## config.mk

```make
export PLATFORM = sky130hd
export DESIGN_NAME = data_sync_tx
export DESIGN_NICKNAME = d
export VERILOG_FILES = /design/src/rtl/data_sync_tx.sv
export SDC_FILE = /design/constraint.sdc
export NUM_CORES = 1
export LEC_CHECK = 0
export ABC_AREA = 1
export ABC_CLOCK_PERIOD_IN_PS = 2200
export BUFFER_PORTS_ARGS = -buffer_cell sky130_fd_sc_hd__buf_2
export CAP_MARGIN = 20
export CORE_UTILIZATION = 55
export CTS_CLUSTER_SIZE = 40
export DETAILED_ROUTE_END_ITERATION = 16
export PLACE_DENSITY = 0.85
export SYNTH_ARGS = -nofsm -noshare
export SYNTH_HDL_FRONTEND = slang
export SYNTH_SLANG_ARGS = --single-unit
```

## constraint.sdc

```tcl
create_clock -name CLK -period 2.2 [get_ports CLK]
set_clock_uncertainty 0.1 [all_clocks]
set_input_delay 0.22 -clock CLK [delete_from_list [all_inputs] [get_ports CLK]]
set_output_delay 0.22 -clock CLK [all_outputs]
set_load 0.03 [all_outputs]
```

## src/rtl/data_sync_tx.sv

```systemverilog
// data_sync_tx: source side of a level-qualified bus handshake for crossing
// into another clock domain. Each accepted word is held on unsync_bus while
// bus_enable stays high for HOLD_CYCLES cycles. bus_enable then stays low for
// at least GAP_CYCLES cycles, so the receiver's synchronizer sees clean levels.
module data_sync_tx #(
    parameter int WIDTH       = 8,
    parameter int HOLD_CYCLES = 4,
    parameter int GAP_CYCLES  = 4
) (
    input  logic             CLK,
    input  logic             RST,
    input  logic             in_valid,
    input  logic [WIDTH-1:0] in_data,
    output logic             in_ready,
    output logic [WIDTH-1:0] unsync_bus,
    output logic             bus_enable,
    output logic             busy
);

    localparam logic [1:0] IDLE   = 2'd0;
    localparam logic [1:0] ASSERT = 2'd1;
    localparam logic [1:0] GAP    = 2'd2;

    localparam logic [7:0] HOLD_LOAD = 8'(HOLD_CYCLES - 1);
    localparam logic [7:0] GAP_LOAD  = 8'(GAP_CYCLES - 1);

    logic [1:0]       state;
    logic [7:0]       cnt;
    logic             pend_valid;
    logic [WIDTH-1:0] pend_data;
    logic             load;
    logic             accept;

    // A pending word is launched from IDLE, or straight out of the last GAP cycle.
    assign load   = pend_valid && ((state == IDLE) || ((state == GAP) && (cnt == 8'd0)));
    assign accept = in_valid && !pend_valid;

    // in_ready depends only on a register, so it has no path from in_valid.
    assign in_ready = !pend_valid;
    assign busy     = (state != IDLE);

    // One-entry pending buffer. A load and an accept never happen on the
    // same edge: a load needs pend_valid=1 and an accept needs pend_valid=0.
    always_ff @(posedge CLK or negedge RST) begin
        if (!RST) begin
            pend_valid <= 1'b0;
            pend_data  <= '0;
        end else if (load) begin
            pend_valid <= 1'b0;
        end else if (accept) begin
            pend_valid <= 1'b1;
            pend_data  <= in_data;
        end
    end

    // Hold/gap sequencer that drives the registered bus and its qualifier.
    always_ff @(posedge CLK or negedge RST) begin
        if (!RST) begin
            state      <= IDLE;
            cnt        <= '0;
            unsync_bus <= '0;
            bus_enable <= 1'b0;
        end else begin
            case (state)
                IDLE: begin
                    if (load) begin
                        unsync_bus <= pend_data;
                        bus_enable <= 1'b1;
                        cnt        <= HOLD_LOAD;
                        state      <= ASSERT;
                    end
                end
                ASSERT: begin
                    if (cnt != 8'd0) begin
                        cnt <= cnt - 8'd1;
                    end else begin
                        bus_enable <= 1'b0;
                        cnt        <= GAP_LOAD;
                        state      <= GAP;
                    end
                end
                GAP: begin
                    if (cnt != 8'd0) begin
                        cnt <= cnt - 8'd1;
                    end else if (load) begin
                        unsync_bus <= pend_data;
                        bus_enable <= 1'b1;
                        cnt        <= HOLD_LOAD;
                        state      <= ASSERT;
                    end else begin
                        state <= IDLE;
                    end
                end
                default: begin
                    state      <= IDLE;
                    bus_enable <= 1'b0;
                    cnt        <= '0;
                end
            endcase
        end
    end

endmodule

```

==> impl_metrics.ini, run 1 <==
[run_status]
outcome = completed

[critical_path]
r2r_start = cnt[0]$_DFF_PN0_
r2r_setup_slack_ns = 0.46
worstPathArrival_ns = 1.90
worstPathCellList = inv_1 > ha_1 > nand2_2 > nor2_8 > a21oi_1 > o21ai_0 > nand2_1
r2r-end = cnt[2]$_DFF_PN0_
critPathBufInv = 1
endpoint_kind = register
crit_family = compound AO/OA/AOI/OAI gates
reg2reg_depth = 7
critPathMaxFanout = 6
slowest_stage = dfrtp_1
critical_path_class = reg2reg
slowest_delay_ns = 0.41
crit_required_ns = 2.37
cp-start-kind = register

[clocking]
cts.sinks = 28
clock_latency_ns = 0.32
cts_resized = 0
path_clk_slew_ns = 0.15
cts.hold.buffers_added = 1
cts_tree = built
htreeDepth = 1
cts_buffers = 3
root_buffer = clkbuf_4
clk_path_buf_depth = 2
postCtsSetupBuffers = 0

[placement]
io_buffers = 21
pre_cts_ws_ns = 0.5054
gp_congestion = 0.8857
dp_hpwl_mm = 1.926

[global_routing]
grt_pass1_wl_mm = 4.595
grt_pass1_vias = 1063
antenna_found_initial = 0
grt_max_degree = 29
grt-ovfl-total = 0
grt_usage_pct = 23.27

[floorplanning]
io_pins = 22
core_region_area_um2 = 2297
die_x_um = 52.28
rows = 17
die_area_um2 = 2733
die_y_um = 52.28
initial_utilization_pct = 60.51

[power]
power.leakage_nw = 0.8476
clockPowerShare_pct = 12.5
p_int_w = 0.001389
pwr-share-comb_pct = 52.9
ir_worst_vdd_mv = 1.071
switchingPower_w = 0.001270
total_power_w = 0.002659
pwr-share-seq_pct = 34.6
pwr_density_cell_nw_per_um2 = 1689
p_sw_share_pct = 47.76

[logic_synthesis]
yosys.area.top_type = dfrtp_1
synth_cell_types = 23
ys_ff_latch = 28
yosys.area.top_type_share_pct = 50.41
syn-cell-area_um2 = 1390
async_flop_share_pct = 100.0
seq_area_frac_synth_pct = 50.41
syn-num-nets = 169
synth_area_leaders = dfrtp_1 (50%), nand2_1 (8.6%), inv_1 (5.9%)
avgSynthCellArea_um2 = 8.911
synth_edf_count = 0
yosysMostFrequentCell = nand2_1
synth_top_cells_by_count = nand2_1 (32), dfrtp_1 (28), inv_1 (22)
ys_warn_count = 0
post_synth_inst_count = 156
synth_flop_cell = dfrtp_1

[timing]
hold_viol = 0
maxSlewViolCount = 0
setup_viol = 0
fin_crit_ns = 1.738
rsz0062_at_grt = false
finalSetupTns_ns = 0
max_freq_mhz = 575.5
fin_crit_sh_pct = 78.98
tightestPinTransition_ns = 0.6191
setup_slack_ns = 0.4625
maxSlewHeadroom_pct = 58.73

[cells_and_area]
diodes = 0
finish.net_count = 194
drive_gt1_share_pct = 24.44
syn2layout_area_growth_pct = 13.23

[routing]
vias_per_cell = 5.303
num_vias = 1103
ant_nets = 0
wl_per_cell_um = 12.51
dr.first_iter.drc_count = 46
drc_errors = 0
totalWireLength_mm = 2.602
drt-pass1-iter-count = 4

[min_path]
hold_class = in2reg
hold_depth = 2
hold_start = in_data[0]
whs_endpoint = pend_data[0]$_DFFE_PN0P_

[job]
drv_cap = 0
[flip-flops by register name, summed over array words and instances (netlist names)]
signal,flops
cnt,8
pend_data,8
unsync_bus,8
state,2
bus_enable,1
pend_valid,1
[worst reg2reg max path, cell delays in order, from the launching register on]
cell and delay [ns]:
dfrtp_1 0.41, inv_1 0.12, ha_1 0.22, nand2_2 0.13, nor2_8 0.07, a21oi_1 0.36, o21ai_0 0.17, nand2_1 0.10
[final cells by class]
type / count / area (um2)
fill: 183 / 723.2
inverter: 22 / 82.58
tap: 28 / 35.03
sequential: 28 / 700.7
multi-input combinational: 104 / 588.1
clock inverter: 1 / 30.03
timing repair buffer: 22 / 115.1
clock buffer: 3 / 22.52
[metal layers]
metal / GRT usage, % / vias up / routed length (um)
li1: - / 540 / -
met1: 30.34 / 525 / 1161
met2: 39.53 / 34 / 1300
met3: 3.768 / 4 / 112
met4: 7.456 / 0 / 27
met5: 0 / - / 0
[placed cells by master, fill, tap and decap left out, drive strengths merged]
master        n
o21ai        18
inv          22
dlygate4sd3   1
nand3        11
ha            2
nand4         1
nor2         20
dfrtp        28
mux2          1
o211ai        1
bufinv        1
a21oi         9
a31oi         1
clkbuf        3
buf          21
nand2        38
xor2          2
[stage by stage]
step / hold WS [ns] / cells / instance area [um2] / util [%]
finish: 0.01752 / 208 / 1574 / 68.52
global route: 0.01829 / 208 / 1574 / 68.52
CTS: 0.01530 / 208 / 1574 / 68.52
detailed placement: 0.1626 / 203 / 1511 / 65.80
global placement: 0.1567 / 203 / 1511 / 65.80
floorplan: -0.1756 / 156 / 1390 / -
[cells by family after synthesis]
kind of cell / count (synthesis) / share of synthesized area, %
AND/OR/NAND/NOR: 70 / 25.02
adder cells (fa/ha/maj): 2 / 1.800
flip-flops: 28 / 50.40
AO/OA/AOI/OAI: 29 / 13.41
XOR/XNOR: 2 / 1.260
multiplexers: 1 / 0.8100
buffers and inverters: 24 / 7.291
[power by group through the flow]
stage | clock, W | combinational, W | sequential, W
5_1_grt | 0.000357 | 0.00158 | 0.000946
3_5_place_dp | 0 | 0.00141 | 0.000930
3_3_place_gp | 0 | 0.00135 | 0.000918
6_report | 0.000332 | 0.00141 | 0.000921
2_1_floorplan | 0 | 0.000961 | 0.00107
4_1_cts | 0.000339 | 0.00142 | 0.000922
[worst max path at each step]
stage / to / slack (ns) / from / cells past startpoint
after floorplan: unsync_bus[0]$_DFFE_PN0P_ / 0.66 / cnt[0]$_DFF_PN0_ / 10
after global placement: unsync_bus[5]$_DFFE_PN0P_ / 0.62 / cnt[0]$_DFF_PN0_ / 9
after detailed placement: unsync_bus[1]$_DFFE_PN0P_ / 0.51 / cnt[0]$_DFF_PN0_ / 9
after CTS: unsync_bus[4]$_DFFE_PN0P_ / 0.49 / cnt[0]$_DFF_PN0_ / 9
after global routing: cnt[2]$_DFF_PN0_ / 0.32 / cnt[0]$_DFF_PN0_ / 7
final: cnt[2]$_DFF_PN0_ / 0.46 / cnt[0]$_DFF_PN0_ / 7
No activity file was read; power rests on OpenSTA's default activity.
==> inputs of run 2 (changes only) <==
--- a/config.mk
+++ b/config.mk
@@ -6,13 +6,13 @@
 export NUM_CORES = 1
 export LEC_CHECK = 0
 export ABC_AREA = 1
-export ABC_CLOCK_PERIOD_IN_PS = 2200
+export ABC_CLOCK_PERIOD_IN_PS = 1500
 export BUFFER_PORTS_ARGS = -buffer_cell sky130_fd_sc_hd__buf_2
 export CAP_MARGIN = 20
-export CORE_UTILIZATION = 55
+export CORE_UTILIZATION = 49
 export CTS_CLUSTER_SIZE = 40
 export DETAILED_ROUTE_END_ITERATION = 16
-export PLACE_DENSITY = 0.85
+export PLACE_DENSITY = 0.8
 export SYNTH_ARGS = -nofsm -noshare
 export SYNTH_HDL_FRONTEND = slang
 export SYNTH_SLANG_ARGS = --single-unit
==> constraint.sdc (replaced) <==
create_clock -name CLK -period 1.5 [get_ports CLK]
set_clock_uncertainty 0.1 [all_clocks]
set_input_delay 0.15 -clock CLK [delete_from_list [all_inputs] [get_ports CLK]]
set_output_delay 0.15 -clock CLK [all_outputs]
set_load 0.03 [all_outputs]
==> run 2 against run 1 <==
Effect of this change: the flow now finishes with violations (negative setup slack); sequential power up 45%; register-to-register slack worse by 0.47 ns; combinational power up 110%; global-route usage down 1.9 points; first-iteration DRC count up 72%; largest cell class is now multi-input gates; highest routed layer unchanged.
==> impl_metrics.ini, run 2 (synthesis gave the netlist of run 1 again) <==
[critical_path]
crit_required_ns = 1.66
worstPathCellList = nor2_2 > nand2_4 > nor2_8 > nand2_4 > nand2_8 > nand2_8 > nand2_2 > o21ai_2
reg2reg_depth = 8
endpoint_kind = register
slowest_delay_ns = 0.46
cp-start-kind = register
crit_family = simple AND/OR/NAND/NOR gates
critPathBufInv = 0
r2r_start = cnt[7]$_DFF_PN0_
r2r_setup_slack_ns = -0.006
critPathMaxFanout = 6
critical_path_class = reg2reg
worstPathArrival_ns = 1.67
slowest_stage = dfrtp_1
r2r-end = unsync_bus[4]$_DFFE_PN0P_

[power]
pwr-share-seq_pct = 28.2
switchingPower_w = 0.002332
clockPowerShare_pct = 10.8
ir_worst_vdd_mv = 1.859
pwr_density_cell_nw_per_um2 = 2511
p_int_w = 0.002431
power.leakage_nw = 0.9635
p_sw_share_pct = 48.96
pwr-share-comb_pct = 61.0

[floorplanning]
die_area_um2 = 3054
rows = 18
die_x_um = 55.26
initial_utilization_pct = 54.14
io_pins = 22
core_region_area_um2 = 2567
die_y_um = 55.26

[placement]
dp_hpwl_mm = 1.970
gp_congestion = 0.9466
io_buffers = 21
dp_cells = 217
place_area_um2 = 1604
pre_cts_ws_ns = 0.002141

[cells_and_area]
syn2layout_area_growth_pct = 36.45
stdcell_count = 234
finish.net_count = 218
final_cell_mix = dfrtp_1 (28), nand2_1 (26), buf_2 (21), inv_1 (19)
fin_area_um2 = 1897
final_common_cell = dfrtp_1
diodes = 0
top_regs = cnt x8, pend_data x8, unsync_bus x8
drive_gt1_share_pct = 38.24

[timing]
setup_slack_ns = -0.005717
rsz0062_at_grt = true
hold_viol = 0
max_freq_mhz = 664.1
holdWs_ns = 0.03648
setup_viol = 2
tightestPinTransition_ns = 0.6127
maxSlewViolCount = 0
fin_crit_ns = 1.506
fin_crit_sh_pct = 100.4
maxSlewHeadroom_pct = 59.15

[global_routing]
grt_max_degree = 29
grt_pass1_vias = 1230
grt_pass1_wl_mm = 5.188
antenna_found_initial = 0
grt_usage_pct = 21.33
grt-ovfl-total = 0

[min_path]
hold_class = in2reg
hold_depth = 3
whs_endpoint = pend_data[0]$_DFFE_PN0P_
hold_start = in_valid

[job]
drv_cap = 0

[clocking]
cts_tree = built
root_buffer = clkbuf_4
cts.sinks = 28
path_clk_slew_ns = 0.16
clock_latency_ns = 0.35
cts_buffers = 3
htreeDepth = 1
clk_path_buf_depth = 2

[routing]
drt-pass1-iter-count = 5
ant_nets = 0
dr.first_iter.drc_count = 79
drc_errors = 0
wl_per_cell_um = 15.43
vias_per_cell = 5.479
num_vias = 1282
totalWireLength_mm = 3.611

[run_status]
violations = negative setup slack
outcome = finished, violations left
==> run 2: cell count changes in the layout (fill, tap and decap cells not counted), sizes merged <==
cell / previous run / this run
buf: 21 / 35
dlygate4sd3: 1 / 9
nand2: 38 / 40
==> run 2: area by class of cell <==
cell class                      count  area, um2
Fill cell                         152      670.6
Clock inverter                      1      30.03
Timing Repair Buffer               44      304.0
Multi-Input combinational cell    106      719.4
Inverter                           22      82.58
Sequential cell                    28      700.7
Tap cell                           30      37.54
Clock buffer                        3      22.52
==> run 2: worst max path at each step <==
stage | startpoint | end | slack, ns | cells past startpoint
after global routing | cnt[7]$_DFF_PN0_ | unsync_bus[2]$_DFFE_PN0P_ | -0.09 | 8
after CTS | cnt[0]$_DFF_PN0_ | unsync_bus[1]$_DFFE_PN0P_ | 0.02 | 9
after global placement | cnt[1]$_DFF_PN0_ | unsync_bus[3]$_DFFE_PN0P_ | 0.04 | 9
after detailed placement | cnt[0]$_DFF_PN0_ | unsync_bus[5]$_DFFE_PN0P_ | 0.002 | 9
after floorplan | cnt[0]$_DFF_PN0_ | unsync_bus[0]$_DFFE_PN0P_ | 0.02 | 10
final | cnt[7]$_DFF_PN0_ | unsync_bus[4]$_DFFE_PN0P_ | -0.006 | 8
==> run 2: routing by layer <==
layer	vias to the layer above	track usage, %	wire (um)
li1	597	-	-
met1	608	25.57	1452
met2	66	36.14	1834
met3	11	5.386	234
met4	0	9.286	89
met5	-	0	0
==> run 2: worst min-delay path, stage by stage <==
cell     delay, ns
buf_2         0.10
nand2_2       0.07
mux2_2        0.14
==> run 2: metrics by stage <==
step | setup TNS (ns) | power [W] | utilization, %
floorplan | 0 | 0.002975 | -
global placement | 0 | 0.003515 | 62.48
detailed placement | 0 | 0.003608 | 62.48
CTS | 0 | 0.004208 | 68.96
global route | -1.056 | 0.005081 | 73.88
finish | -0.009992 | 0.004763 | 73.88
==> run 2: what timing repair did <==
action,in CTS,in global routing
gates resized for setup,1,27
gates cloned,0,2
pin swaps,0,6
hold buffers,9,0
buffers inserted,2,0
setup endpoints to repair,8,16
hold endpoints to repair,36,0
==> run 2: power by group through the flow <==
stage | logic, W | clock network [W] | registers (W)
after CTS | 0.00240 | 0.000507 | 0.00130
after floorplan | 0.00141 | 0 | 0.00157
after global routing | 0.00315 | 0.000552 | 0.00137
final | 0.00291 | 0.000513 | 0.00134
after detailed placement | 0.00228 | 0 | 0.00132
after global placement | 0.00220 | 0 | 0.00131
